`src/rtl/cntdown_ctrl_if.sv`:
```
// Signal bundle between the button/datapath side (master) and cntdown_ctrl (slave).
interface cntdown_ctrl_if;
  logic       start_pls;
  logic       stop_pls;
  logic       clear_pls;
  logic [7:0] preset_bcd;
  logic [3:0] seg_val1;
  logic [3:0] seg_val0;
  logic       tick;
  logic       dp_n_rst;
  logic       running;
  logic       done;
  logic       done_pls;
  logic       blank;

  modport master (
    output start_pls, stop_pls, clear_pls, preset_bcd, seg_val1, seg_val0,
    input  tick, dp_n_rst, running, done, done_pls, blank
  );

  modport slave (
    input  start_pls, stop_pls, clear_pls, preset_bcd, seg_val1, seg_val0,
    output tick, dp_n_rst, running, done, done_pls, blank
  );
endinterface

```
`src/rtl/cntdown_ctrl.sv`:
```
// Sequencer for the two-digit BCD countdown datapath: clear, fast-forward load, run/pause, done.
// Define CNTDOWN_CTRL_BLINK_EN to blink the display (blank) at 1 Hz while in DONE.
module cntdown_ctrl #(
  parameter int CLK_FREQ = 50_000_000
) (
  input  logic          clk,
  input  logic          n_rst,
  cntdown_ctrl_if.slave bus
);
  localparam int PW = $clog2(CLK_FREQ);
  localparam logic [PW-1:0] PRESC_LAST = PW'(CLK_FREQ - 1);
`ifdef CNTDOWN_CTRL_BLINK_EN
  localparam logic [PW-1:0] PRESC_HALF = PW'(CLK_FREQ / 2 - 1);
`endif

  typedef enum logic [2:0] {S_IDLE, S_CLEAR, S_LOAD, S_RUN, S_PAUSE, S_DONE} state_t;

  state_t        r_state, w_state_next;
  logic          r_halt, w_halt_next;
  logic [7:0]    r_preset;
  logic [PW-1:0] r_presc;
  logic          r_tick, r_dp_n_rst, r_running, r_done, r_done_pls, r_blank;
  logic          w_tick_next, w_blank_next;
  logic [7:0]    w_value;
  logic          w_match, w_value_zero, w_presc_last;
  logic          w_clear, w_stop, w_start;

  function automatic logic [3:0] clamp9(input logic [3:0] n);
    return (n > 4'd9) ? 4'd9 : n;
  endfunction

  assign w_value      = {bus.seg_val1, bus.seg_val0};
  assign w_match      = (w_value == r_preset);
  assign w_value_zero = (w_value == 8'h00);
  assign w_presc_last = (r_presc == PRESC_LAST);

  // Coinciding pulses resolve as clear > stop > start.
  assign w_clear = bus.clear_pls;
  assign w_stop  = bus.stop_pls & ~bus.clear_pls;
  assign w_start = bus.start_pls & ~bus.stop_pls & ~bus.clear_pls;

  always_ff @(posedge clk or negedge n_rst) begin
    if (!n_rst) begin
      r_state <= S_IDLE;
      r_halt  <= 1'b0;
    end else begin
      r_state <= w_state_next;
      r_halt  <= w_halt_next;
    end
  end

  always_comb begin
    w_state_next = r_state;
    w_halt_next  = r_halt;
    if (w_clear) begin
      w_state_next = S_CLEAR;
      w_halt_next  = 1'b1;
    end else begin
      case (r_state)
        S_IDLE, S_DONE: begin
          if (w_start) begin
            w_state_next = S_CLEAR;
            w_halt_next  = 1'b0;
          end
        end
        S_CLEAR: w_state_next = S_LOAD;
        S_LOAD: begin
          // r_tick low marks a check cycle: the datapath has settled after the last tick.
          if (!r_tick && w_match) begin
            if (r_halt)                  w_state_next = S_IDLE;
            else if (r_preset == 8'h00)  w_state_next = S_DONE;
            else                         w_state_next = S_RUN;
          end
        end
        S_RUN: begin
          if (w_value_zero)  w_state_next = S_DONE;
          else if (w_stop)   w_state_next = S_PAUSE;
        end
        S_PAUSE: begin
          if (w_start) w_state_next = S_RUN;
        end
        default: w_state_next = S_IDLE;
      endcase
    end
  end

  always_comb begin
    w_tick_next  = 1'b0;
    w_blank_next = 1'b0;
    case (r_state)
      S_CLEAR: w_tick_next = (w_state_next == S_LOAD) && (r_preset != 8'h00);
      S_LOAD:  w_tick_next = (w_state_next == S_LOAD) && !r_tick && !w_match;
      S_RUN:   w_tick_next = (w_state_next == S_RUN) && w_presc_last && !w_value_zero;
      default: w_tick_next = 1'b0;
    endcase
`ifdef CNTDOWN_CTRL_BLINK_EN
    if ((r_state == S_DONE) && (w_state_next == S_DONE))
      w_blank_next = (w_presc_last || (r_presc == PRESC_HALF)) ? ~r_blank : r_blank;
`endif
  end

  always_ff @(posedge clk or negedge n_rst) begin
    if (!n_rst) begin
      r_tick     <= 1'b0;
      r_dp_n_rst <= 1'b0;
      r_running  <= 1'b0;
      r_done     <= 1'b0;
      r_done_pls <= 1'b0;
      r_blank    <= 1'b0;
      r_preset   <= 8'h00;
      r_presc    <= '0;
    end else begin
      r_tick     <= w_tick_next;
      r_dp_n_rst <= (w_state_next != S_CLEAR);
      r_running  <= (w_state_next == S_RUN);
      r_done     <= (w_state_next == S_DONE);
      r_done_pls <= (w_state_next == S_DONE) && (r_state != S_DONE);
      r_blank    <= w_blank_next;
      if (w_state_next == S_CLEAR)
        r_preset <= {clamp9(bus.preset_bcd[7:4]), clamp9(bus.preset_bcd[3:0])};
      // Held through LOAD and PAUSE; DONE keeps counting for blink timing.
      if (r_state == S_CLEAR)
        r_presc <= '0;
      else if ((r_state == S_RUN) || (r_state == S_DONE))
        r_presc <= w_presc_last ? '0 : r_presc + PW'(1);
    end
  end

  assign bus.tick     = r_tick;
  assign bus.dp_n_rst = r_dp_n_rst;
  assign bus.running  = r_running;
  assign bus.done     = r_done;
  assign bus.done_pls = r_done_pls;
  assign bus.blank    = r_blank;
endmodule

```
`src/flat_wrapper.sv`:
```
// flat-port wrapper written by rule: the top's interface ports become plain ports
module cntdown_ctrl_flat 
#(
  parameter int CLK_FREQ = 50_000_000
)
  (clk, n_rst, bus_start_pls, bus_stop_pls, bus_clear_pls, bus_preset_bcd, bus_seg_val1, bus_seg_val0, bus_tick, bus_dp_n_rst, bus_running, bus_done, bus_done_pls, bus_blank);
  cntdown_ctrl_if bus_i ();
  input  logic clk;
  input  logic n_rst;
  input wire logic [$bits(bus_i.start_pls)-1:0] bus_start_pls;
  input wire logic [$bits(bus_i.stop_pls)-1:0] bus_stop_pls;
  input wire logic [$bits(bus_i.clear_pls)-1:0] bus_clear_pls;
  input wire logic [$bits(bus_i.preset_bcd)-1:0] bus_preset_bcd;
  input wire logic [$bits(bus_i.seg_val1)-1:0] bus_seg_val1;
  input wire logic [$bits(bus_i.seg_val0)-1:0] bus_seg_val0;
  output wire logic [$bits(bus_i.tick)-1:0] bus_tick;
  output wire logic [$bits(bus_i.dp_n_rst)-1:0] bus_dp_n_rst;
  output wire logic [$bits(bus_i.running)-1:0] bus_running;
  output wire logic [$bits(bus_i.done)-1:0] bus_done;
  output wire logic [$bits(bus_i.done_pls)-1:0] bus_done_pls;
  output wire logic [$bits(bus_i.blank)-1:0] bus_blank;
  assign bus_i.start_pls = bus_start_pls;
  assign bus_i.stop_pls = bus_stop_pls;
  assign bus_i.clear_pls = bus_clear_pls;
  assign bus_i.preset_bcd = bus_preset_bcd;
  assign bus_i.seg_val1 = bus_seg_val1;
  assign bus_i.seg_val0 = bus_seg_val0;
  assign bus_tick = bus_i.tick;
  assign bus_dp_n_rst = bus_i.dp_n_rst;
  assign bus_running = bus_i.running;
  assign bus_done = bus_i.done;
  assign bus_done_pls = bus_i.done_pls;
  assign bus_blank = bus_i.blank;
  cntdown_ctrl #(.CLK_FREQ(CLK_FREQ)) u_core (.clk(clk), .n_rst(n_rst), .bus(bus_i));
endmodule
```
`config.mk`:
```
export PLATFORM = sky130hd
export DESIGN_NAME = cntdown_ctrl_flat
export DESIGN_NICKNAME = d
export VERILOG_FILES = /design/src/rtl/cntdown_ctrl_if.sv /design/src/rtl/cntdown_ctrl.sv /design/src/flat_wrapper.sv
export SDC_FILE = /design/constraint.sdc
export NUM_CORES = 1
export LEC_CHECK = 0
export BUFFER_PORTS_ARGS = -buffer_cell sky130_fd_sc_hd__clkbuf_2
export CAP_MARGIN = 20
export CORE_ASPECT_RATIO = 1.4
export CORE_MARGIN = 1.5
export CORE_UTILIZATION = 54
export CTS_CLUSTER_DIAMETER = 80
export DETAILED_ROUTE_END_ITERATION = 12
export PLACE_DENSITY = 0.8
export SETUP_SLACK_MARGIN = 0.05
export SLEW_MARGIN = 20
export SYNTH_ARGS = -nofsm -noshare
export SYNTH_HDL_FRONTEND = slang
export SYNTH_SLANG_ARGS = --single-unit
```
`constraint.sdc`:
```
create_clock -name clk -period 5.57 [get_ports clk]
set_input_delay 1.114 -clock clk [delete_from_list [all_inputs] [get_ports clk]]
set_output_delay 1.114 -clock clk [all_outputs]
set_load 0.02 [all_outputs]
```
======== Word level (Yosys, flattened, before mapping) ========
Cells that the tools add are included.
cells by class
  equal/unequal tests ..................... 13
  muxes and demuxes ....................... 18
  add/sub/neg operators ................... 1
  reductions and logical operators ........ 20
  bitwise logic cells ..................... 5
  order comparisons ....................... 2
operators with widths
  cell                     count
  $mux W26                 3
  $add A26 B1 Y26 const B  1
  $eq A26 B26 Y1 const B   1
  $mux W3                  8
  $logic_not A8 Y1         2
  $pmux W3 S5              1
  $eq A3 B2 Y1 const B     4
  $eq A3 B3 Y1 const B     3
  $eq A8 B8 Y1             1
  $gt A4 B4 Y1 const B     2
  $mux W4                  2
  $reduce_bool A8 Y1       1
  $logic_and A1 B1 Y1      7
  $eq A3 B1 Y1 const B     2
  $reduce_bool A2 Y1       3
  $and A1 B1 Y1            3
  $logic_not A1 Y1         3
  $logic_not A3 Y1         1
  $mux W1                  3
  $ne A3 B1 Y1 const B     1
  $ne A3 B3 Y1 const B     1
  $pmux W1 S3              1
  $not A1 Y1               2
  $reduce_and A2 Y1        1
  other kinds (2)          2
word-level totals
  logic and storage cells ................. 68
  bits in registers ....................... 43
  output and inout bits ................... 6

======== Longest topological paths before layout ========
  depth after elaboration ................. 10
  depth in mapped cells ................... 8

======== Worst setup path before layout ========
OpenSTA, ideal clock, no wires.
  path kind ............................... input -> register
  start ................................... in bus_seg_val1[0]
  end ..................................... reg u_core.r_preset[0]
  slack ................................... 2617 ps
  arrival ................................. 2828 ps
  setup time .............................. 125 ps
  path buffers ............................ 1
  stages on the path ...................... 7
  cell sequence ........................... or4_1 -> or2_1 -> o211a_1 -> o22a_1 -> buf_6 -> nand3_4 -> mux2_4
between the ends
  longest elaborated chain between the ends .. 6
RTL lines
  item                    RTL line             source
  start: declaration      flat_wrapper.sv:14   input wire logic [$bits(bus_i.seg_val1)-1:0] bus_seg_val1;
  $eq A8 B8 Y1            cntdown_ctrl.sv:33   assign w_match = (w_value == r_preset);
  $logic_and A1 B1 Y1     cntdown_ctrl.sv:69   if (!r_tick && w_match) begin
  $mux W3                 cntdown_ctrl.sv:69
  $pmux W3 S5 (*)         cntdown_ctrl.sv:59   case (r_state)
  $mux W3 (*)             cntdown_ctrl.sv:55   if (w_clear) begin
  $eq A3 B1 Y1 (*)        cntdown_ctrl.sv:119  if (w_state_next == S_CLEAR)
  end signal: assignment  cntdown_ctrl.sv:120  r_preset <= {clamp9(bus.preset_bcd[7:4]), clamp9(bus.preset_bcd[3:0])};
  end: declaration        cntdown_ctrl.sv:20   logic [7:0] r_preset;
Mark *: on every way between the ends. The rest lies on a longest branch, timed or not.
A chain may end at the register's enable or synchronous reset.

======== Final worst setup path ========
  start ................................... in bus_seg_val1[0]
  end ..................................... reg u_core.r_preset[3]
Same word-level chain as after synthesis.

==> results.sh <==
export IMPL_drv_cap=0
export IMPL_antenna_left=0
export IMPL_slew_violations=0
export IMPL_fmax_mhz=346.5
export IMPL_tightest_slew_ns=0.9298
export IMPL_power_density_nw_per_um2=271.9
export IMPL_dpl_hpwl_mm=3.638
export IMPL_drc=0
export IMPL_drive_gt1_frac=0.1612
export IMPL_cts_root_buf="clkbuf_8"
export IMPL_die_width_um=59.43
export IMPL_report_final_hold_viol_count=0
export IMPL_yosys_area_top_type="dfrtp_1"
export IMPL_synth_seq_cells=43
export IMPL_synth_distinct_cells=55
export IMPL_cp_end_kind="register"
export IMPL_rows=28
export IMPL_clkTransAtPathRegs_ns=0.07
export IMPL_cts_hold_buf=0
export IMPL_synthArstFlopShare=1.000
export IMPL_overflow=0
export IMPL_synth_edf_count=0
export IMPL_synth_most_common_cell="dfrtp_1"
export IMPL_post_synth_most_frequent_cells="dfrtp_1, nor2_1, xor2_1"
export IMPL_fin_nets=294
export IMPL_path_max_fanout=9
export IMPL_grt_pass1_vias=1869
export IMPL_largest_register="u_core.r_presc"
export IMPL_place_congestion=0.8947
export IMPL_syn_area_um2=2407
export IMPL_vdd_ir_drop_max_v=0.0002225
export IMPL_die_y_um=82
export IMPL_synth_nets=268
export IMPL_antenna_found_initial=0
export IMPL_dp_slack_ns=2.386
export IMPL_required_ns=5.74
export IMPL_slew_limit_headroom=0.3802
export IMPL_grt_pass1_wl_mm=8.162
export IMPL_htree_num_levels=2
export IMPL_vias=1882
export IMPL_ys_flop_type="dfrtp_1"
export IMPL_cts_resized=0
export IMPL_portBuffers=25
export IMPL_syn_area_per_cell_um2=9.786
export IMPL_reg_top3="u_core.r_presc (26), u_core.r_preset (8), u_core.r_state (3)"
export IMPL_setup_viol=0
export IMPL_grt_max_degree=44
export IMPL_cp_start_kind="input pin"
export IMPL_rsz0062_at_grt="false"
export IMPL_largest_register_ffs=26
export IMPL_whs_ns=0.5232
export IMPL_wire_per_inst_um=14.43
export IMPL_dieArea_um2=4873
export IMPL_viasPerCell=5.652
export IMPL_power_leakage_nw=1.173
export IMPL_setup_tns_ns=0
export IMPL_fin_skew_ns=0.01062
export IMPL_cts_max_path_buffers=2
export IMPL_netlist_instances=246
export IMPL_finalPower_mw=0.7210
export IMPL_synth_top_cells_by_area="dfrtp_1, xor2_1, nor2_1, xnor2_1, nand2_1"
export IMPL_fin_crit_ns=2.886
export IMPL_reg2reg_slack_ns=3.08
export IMPL_seq_area_frac_synth=0.4470
export IMPL_synth_top_area_share=0.4470
export IMPL_setup_slack_ns=2.684
export IMPL_path_class="input pin to register"
export IMPL_grt_total_usage=0.2187
export IMPL_wl_mm=4.805
export IMPL_n_fill_cell=398
export IMPL_drtIter0Drc=82
export IMPL_fin_crit_sh=0.5182
export IMPL_multi_input_area_um2=1267
export IMPL_cts_tree="yes"
export IMPL_synth_warnings=0
export IMPL_hp_class="register to register"
export IMPL_start_util=0.5679
export IMPL_fp_coreArea_um2=4239
export IMPL_run_status="finished clean"
export IMPL_first_pass_iters=4
export IMPL_postCtsSetupRepairBufs=0
export IMPL_insertion_delay_ns=0.29
export IMPL_worstPathArrival_ns=3.06
export IMPL_area_delta_synth_final_pct=10.14
export IMPL_numCtsBuffers=5
export IMPL_num_antenna_cells=0
export IMPL_pin_count=27
export IMPL_regArea_um2=1076
export IMPL_clock_sinks=43
==> power by group <==
group / total (mW) / switching [mW] / leakage [nW] / internal (mW)
registers: 0.387 / 0.0408 / 0.568 / 0.346
logic: 0.145 / 0.0735 / 0.562 / 0.0714
clock network: 0.189 / 0.101 / 0.0422 / 0.0880
total: 0.721 / 0.215 / 1.17 / 0.506
==> cell families (layout without fill, tap and decap cells) <==
group                    count (synthesis)  after routing  synth area share
buffers and inverters                   12             39           0.02650
adder cells (fa/ha/maj)                  1              1          0.005197
multiplexers                             5              5           0.02911
other                                    1              1          0.001558
XOR/XNOR                                29             29            0.1055
AND/OR/NAND/NOR                        117            117            0.2734
flip-flops                              43             43            0.4470
AO/OA/AOI/OAI                           38             38            0.1117
==> metrics by stage <==
step                area, um^2  std cells    util
floorplan                 2407        246       -
global placement          2570        325  0.6063
detailed placement        2570        325  0.6063
CTS                       2651        333  0.6254
global route              2651        333  0.6254
finish                    2651        333  0.6254
==> placed cells by master, fill, tap and decap left out, drive strengths merged, types with 2 or more instances in the layout <==
cell     Yosys  layout
xor2        19      19
nand4        3       3
a211oi       2       2
nand3       10      10
nor2        33      33
mux2         4       4
buf          6       2
inv          5       5
nand2b       3       3
nor2b        5       5
a21o         3       3
dfrtp       43      43
o21ai       13      13
nor3         5       5
and4         2       2
o31ai        2       2
nand3b       5       5
a21oi        3       3
or2          3       3
and3         6       6
nor3b        5       5
xnor2       10      10
or4          7       7
clkbuf       1      31
o2bb2ai      4       4
nand2       18      18
nor4         4       4
==> worst max-delay path, cell delays in order <==
cell and delay, ns:
clkbuf_2 0.09, or4_1 0.56, or2_1 0.26, o211a_1 0.21, o22a_1 0.31, nand3_4 0.19, mux2_4 0.31
==> worst paths after layout <==
kind                       cells past startpoint               from            endpoint
setup / recovery                               7    bus_seg_val1[0]  u_core.r_preset[3]
hold / removal                                 2  u_core.r_presc[1]   u_core.r_presc[1]
setup reg to reg                               6  u_core.r_state[0]  u_core.r_preset[3]
hold reg to reg                                2  u_core.r_presc[1]   u_core.r_presc[1]
max in group asynchronous                      1              n_rst  u_core.r_preset[5]
min in group asynchronous                      1              n_rst   u_core.r_presc[4]
==> layer usage <==
layer | track usage | wire length (um)
met5 | 0 | 0
met2 | 0.4055 | 2595
met1 | 0.2442 | 1966
met3 | 0.03780 | 126
met4 | 0.07727 | 117
==> area by class of cell <==
cell class / count / area share
multi-input combinational: 191 / 0.4781
sequential: 43 / 0.4059
timing repair buffer: 26 / 0.05002
clock buffer: 7 / 0.02879
tap: 60 / 0.02832
inverter: 5 / 0.007079
clock inverter: 1 / 0.001888
Power figures use the tool's default switching activity.
